## config.mk

```make
export PLATFORM = sky130hd
export DESIGN_NAME = sample_serializer
export DESIGN_NICKNAME = d
export VERILOG_FILES = /design/src/rtl/sample_serializer.sv
export SDC_FILE = /design/constraint.sdc
export NUM_CORES = 1
export LEC_CHECK = 0
export CAP_MARGIN = 20
export CORE_UTILIZATION = 45
export CTS_CLUSTER_DIAMETER = 80
export CTS_CLUSTER_SIZE = 24
export DETAILED_ROUTE_END_ITERATION = 16
export PLACE_DENSITY_LB_ADDON = 0.2
export SYNTH_ARGS = -nofsm -noshare
export SYNTH_HDL_FRONTEND = slang
export SYNTH_SLANG_ARGS = --single-unit
```

## constraint.sdc

```tcl
create_clock -name clk_i -period 2.23 [get_ports clk_i]
set_input_delay 0.446 -clock clk_i [delete_from_list [all_inputs] [get_ports clk_i]]
set_output_delay 0.446 -clock clk_i [all_outputs]
set_load 0.005 [all_outputs]
```

## src/rtl/sample_serializer.sv

```systemverilog
// Sample-strobe consumer: periodic request timer, one-entry holding
// register and MSB-first 3-wire serializer toward an external DAC.
module sample_serializer #(
   parameter int N_FRAC    = 7,
   parameter int DIV_WIDTH = 8
) (
   input  logic                 clk_i,
   input  logic                 rst_i,
   input  logic                 enable_i,
   input  logic [DIV_WIDTH-1:0] period_i,
   input  logic [N_FRAC:0]      data_i,
   input  logic                 data_in_valid_strobe_i,
   output logic                 next_data_strobe_o,
   output logic                 cs_n_o,
   output logic                 sclk_o,
   output logic                 sdata_o,
   output logic                 busy_o,
   output logic                 overrun_o
);

   localparam int W  = N_FRAC + 1;
   localparam int CW = $clog2(W);

   typedef enum logic [1:0] {
      IDLE,
      SHIFT_LO,
      SHIFT_HI,
      GAP
   } state_t;

   state_t               state;
   state_t               state_n;
   logic [DIV_WIDTH-1:0] count;
   logic [W-1:0]         hold;
   logic [W-1:0]         hold_n;
   logic                 hold_full;
   logic                 hold_full_n;
   logic [W-1:0]         shreg;
   logic [W-1:0]         shreg_n;
   logic [CW-1:0]        bitcnt;
   logic [CW-1:0]        bitcnt_n;
   logic                 take;
   logic                 capture;
   logic                 drop;
   logic                 shifting_n;

   // >= rather than == so a shrinking period never lets the count wrap
   always_ff @(posedge clk_i) begin
      if (rst_i) begin
         count              <= '0;
         next_data_strobe_o <= 1'b0;
      end else if (!enable_i) begin
         count              <= '0;
         next_data_strobe_o <= 1'b0;
      end else if (count >= period_i) begin
         count              <= '0;
         next_data_strobe_o <= 1'b1;
      end else begin
         count              <= count + 1'b1;
         next_data_strobe_o <= 1'b0;
      end
   end

   always_comb begin
      state_n  = state;
      shreg_n  = shreg;
      bitcnt_n = bitcnt;
      take     = 1'b0;
      unique case (state)
         IDLE: begin
            if (hold_full) begin
               take     = 1'b1;
               shreg_n  = hold;
               bitcnt_n = CW'(W - 1);
               state_n  = SHIFT_LO;
            end
         end
         SHIFT_LO: begin
            state_n = SHIFT_HI;
         end
         SHIFT_HI: begin
            if (bitcnt == '0) begin
               state_n = GAP;
            end else begin
               shreg_n  = {shreg[W-2:0], 1'b0};
               bitcnt_n = bitcnt - 1'b1;
               state_n  = SHIFT_LO;
            end
         end
         GAP: begin
            state_n = IDLE;
         end
         default: begin
            state_n = IDLE;
         end
      endcase
   end

   // A strobe landing while IDLE drains the hold still gets captured
   always_comb begin
      capture     = data_in_valid_strobe_i & (~hold_full | take);
      drop        = data_in_valid_strobe_i & hold_full & ~take;
      hold_full_n = capture | (hold_full & ~take);
      hold_n      = capture ? data_i : hold;
      shifting_n  = (state_n == SHIFT_LO) | (state_n == SHIFT_HI);
   end

   always_ff @(posedge clk_i) begin
      if (rst_i) begin
         state     <= IDLE;
         shreg     <= '0;
         bitcnt    <= '0;
         hold      <= '0;
         hold_full <= 1'b0;
      end else begin
         state     <= state_n;
         shreg     <= shreg_n;
         bitcnt    <= bitcnt_n;
         hold      <= hold_n;
         hold_full <= hold_full_n;
      end
   end

   // Outputs registered from next-state so they line up with the state
   always_ff @(posedge clk_i) begin
      if (rst_i) begin
         cs_n_o    <= 1'b1;
         sclk_o    <= 1'b0;
         sdata_o   <= 1'b0;
         busy_o    <= 1'b0;
         overrun_o <= 1'b0;
      end else begin
         cs_n_o    <= ~shifting_n;
         sclk_o    <= (state_n == SHIFT_HI);
         sdata_o   <= shifting_n & shreg_n[W-1];
         busy_o    <= (state_n != IDLE) | hold_full_n;
         overrun_o <= overrun_o | drop;
      end
   end

endmodule

```

==> flow_summary_export.csv <==
group,metric,value,unit
status,status,"finished, final reports clean",
floorplan,core,3337,sq um
synth,syn_inst,159,
layout,layout_common_cells,"dfxtp_1 (36), nor2_1 (30), clkdlybuf4s50_1 (25)",
layout,utilization,57.11,%
clock_tree,cts.htree.levels,2,
grt,grt_max_degree,27,
synth,syn-cell-area,1575,sq um
clock_tree,postCtsHoldBufs,0,
layout,drive_gt1_share,8.602,%
floorplan,fp.dieW,61.17,um
setup_path,arrival,2130,ps
setup_path,crit_cells,7,
setup_path,cp-endpoint,"count[2]",
sta,worst-slew-pin-transition,606.5,ps
setup_path,crit_start,"period_i[6]",
synth,yosysWarnings,0,
detailed_routing,antenna_left,0,
clock_tree,cts_resized,0,
setup_path,timing.rr.start,"bitcnt[0]",
job,maxCapViolCount,0,
setup_path,slowest_delay,450,ps
layout,seq_area,720.7,sq um
place,dpl.hpwl,2.100,mm
sta,fin_skew,10.03,ps
sta,slew_violations,0,
grt,antenna_found_initial,0,
grt,grt_pass1_vias,1184,
synth,avgSynthCellArea,9.907,sq um
grt,grt.total_usage,18.77,%
setup_path,rr_worst_depth,6,
floorplan,ios,26,
setup_path,crit_required,2510,ps
synth,synth_top_area_share,45.75,%
place,gp_congestion,0.7551,
setup_path,path_buf_inv,2,
hold_path,worst_hold_path_type,"reg -> reg",
clock_tree,cts_buffer_depth,2,
place,io_buffers,25,
synth,synth_area_leaders,"dfxtp_1 (46%), ha_1 (9.5%), nor2_1 (7.1%), mux2i_1 (5.1%), a222oi_1 (4.4%)",
detailed_routing,num_vias,1196,
layout,area_delta_synth_final,20.97,%
detailed_routing,wirelength,2.831,mm
clock_tree,numCtsBuffers,5,
clock_tree,cts-root-buf,"clkbuf_4",
detailed_routing,route.detailed.drc,0,
clock_tree,worstSkewPairLatency,340,ps
sta,fmax,540.8,MHz
sta,rsz0062_at_grt,"no",
detailed_routing,first_iter_violations,125,
hold_path,hold_path_depth,2,
setup_path,r2r-end,"sdata_o",
floorplan,initial_utilization,47.21,%
power,leakagePower,0.0008129,uW
sta,hold_viol,0,
power,power.total,1224,uW
setup_path,regToRegSetupSlack,560,ps
clock_tree,cts_setup_buffers,0,
synth,synth_seq_cells,36,
layout,fillerInstances,299,
power,power.density,642.3,nW/um^2
clock_tree,cts_tree,"yes",
layout,layout.nets,217,
grt,gr-total-overflow,0,
clock_tree,cts.sinks,36,
sta,fin_tns_setup,0,ps
setup_path,path_delay_family,"compound AO/OA/AOI/OAI gates",
sta,period_share,82.92,%
synth,seq_area_frac_synth,45.75,%
synth,synth.distinct_cells,33,
detailed_routing,wl_per_cell,12.20,um
setup_path,cp_slowest_cell,"clkdlybuf4s50_1",
setup_path,critPathCaptureType,"flip-flop",
setup_path,worst-setup-path-type,"in -> reg",
setup_path,crit_chain,"clkdlybuf4s50_1, inv_1, ha_1, a21o_1, a211oi_1, o31ai_2, nor2_1",
power,ir_drop,0.5308,mV
grt,grt_pass1_wl,4.981,mm
floorplan,die_h,61.17,um
layout,multi_input_area,767.0,sq um
clock_tree,path_clk_slew,100,ps
setup_path,cp-start-kind,"primary input",
layout,final_common_cell,"dfxtp_1",
sta,setup_viol,0,
detailed_routing,first_pass_iters,6,
sta,period_needed,1849,ps
detailed_routing,viasPerCell,5.155,
synth,synthesis.nets,191,
floorplan,row_count,21,
setup_path,cp_max_fo,7,
sta,maxSlewHeadroom,59.34,%
layout,diodes,0,
floorplan,dieArea,3741,sq um
synth,synth_area_leader_cell,"dfxtp_1",
final cells by class:
class	count	share of cell area, %
Multi-Input combinational cell	105	40.25
Sequential cell	36	37.82
Timing Repair Buffer	26	13.53
Tap cell	46	3.020
Clock buffer	6	2.692
Inverter	11	2.167
Clock inverter	2	0.5253
cells in the mapped netlist:
| cell type | number |
|---|---|
| o21a_1 | 2 |
| xnor2_1 | 1 |
| dfxtp_1 | 36 |
| or3_1 | 2 |
| nand2b_1 | 4 |
| and4b_2 | 1 |
| nor3_2 | 1 |
| a21oi_1 | 7 |
| nor3b_2 | 1 |
| buf_2 | 1 |
| inv_1 | 11 |
| ha_1 | 12 |
| a222oi_1 | 7 |
| a211oi_1 | 2 |
| or4_1 | 1 |
| mux2_2 | 1 |
| a221oi_1 | 1 |
| nor3b_1 | 2 |
| clkbuf_1 | 3 |
| nor3_1 | 1 |
| and3_1 | 3 |
| a21oi_2 | 1 |
| a22oi_1 | 1 |
| nor2_1 | 30 |
| mux2i_1 | 8 |
| o31ai_2 | 1 |
| nor2b_1 | 1 |
| buf_6 | 2 |
| buf_4 | 1 |
| xor2_1 | 5 |
| a21o_1 | 2 |
| nand3_1 | 6 |
| o21bai_4 | 1 |
power breakdown:
| group | internal, uW | switching (uW) |
|---|---|---|
| Combinational | 93.0 | 77.6 |
| Clock | 150 | 208 |
| Sequential | 674 | 21.7 |
flip-flops by register name, indices dropped and copies added (netlist names), 2 cells and up:
signal  count
count       8
hold        8
shreg       8
bitcnt      3
state       2
worst reg2reg max path: stages (launching register included):
cell and delay, ps:
dfxtp_1 350, inv_1 60, ha_1 190, nor2b_1 170, nor3_2 470, a222oi_1 250
nor2_1 130
how the worst min path moves through the flow:
stage	startpoint	endpoint	slack [ps]
after floorplan	count[0]	count[0]	450
after global placement	overrun_o	overrun_o	450
after detailed placement	overrun_o	overrun_o	480
after CTS	overrun_o	overrun_o	500
after global routing	overrun_o	overrun_o	540
final	overrun_o	overrun_o	490
metal layers:
layer	GRT usage, %	part of all wire, %
met1	21.92	44
met2	29.81	47
met3	7.143	6.1
met4	10.06	2.4
met5	0	0
through the flow:
| stage | std cells | area, sq um | hold WS (ps) | setup slack, ps |
|---|---|---|---|---|
| 3_3_place_gp | 224 | 1844 | 452.7 | 91.37 |
| 5_1_grt | 232 | 1906 | 535.1 | 287.8 |
| 4_1_cts | 232 | 1906 | 503.6 | 390.7 |
| 3_5_place_dp | 224 | 1844 | 477.6 | 40.83 |
| 6_report | 232 | 1906 | 489.9 | 381.0 |
| 2_1_floorplan | 159 | 1575 | 448.9 | 616.3 |
logic make-up (layout without fill, tap and decap cells):
| logic type | after synthesis | count (layout) | synth area share, % |
|---|---|---|---|
| XOR/XNOR | 6 | 6 | 3.336 |
| AND/OR/NAND/NOR | 53 | 53 | 16.92 |
| AO/OA/AOI/OAI | 25 | 25 | 13.11 |
| adder cells (fa/ha/maj) | 12 | 12 | 9.531 |
| flip-flops | 36 | 36 | 45.75 |
| multiplexers | 9 | 9 | 5.798 |
| buffers and inverters | 18 | 45 | 5.560 |
Note: power is estimated with default switching activity, not from simulation.
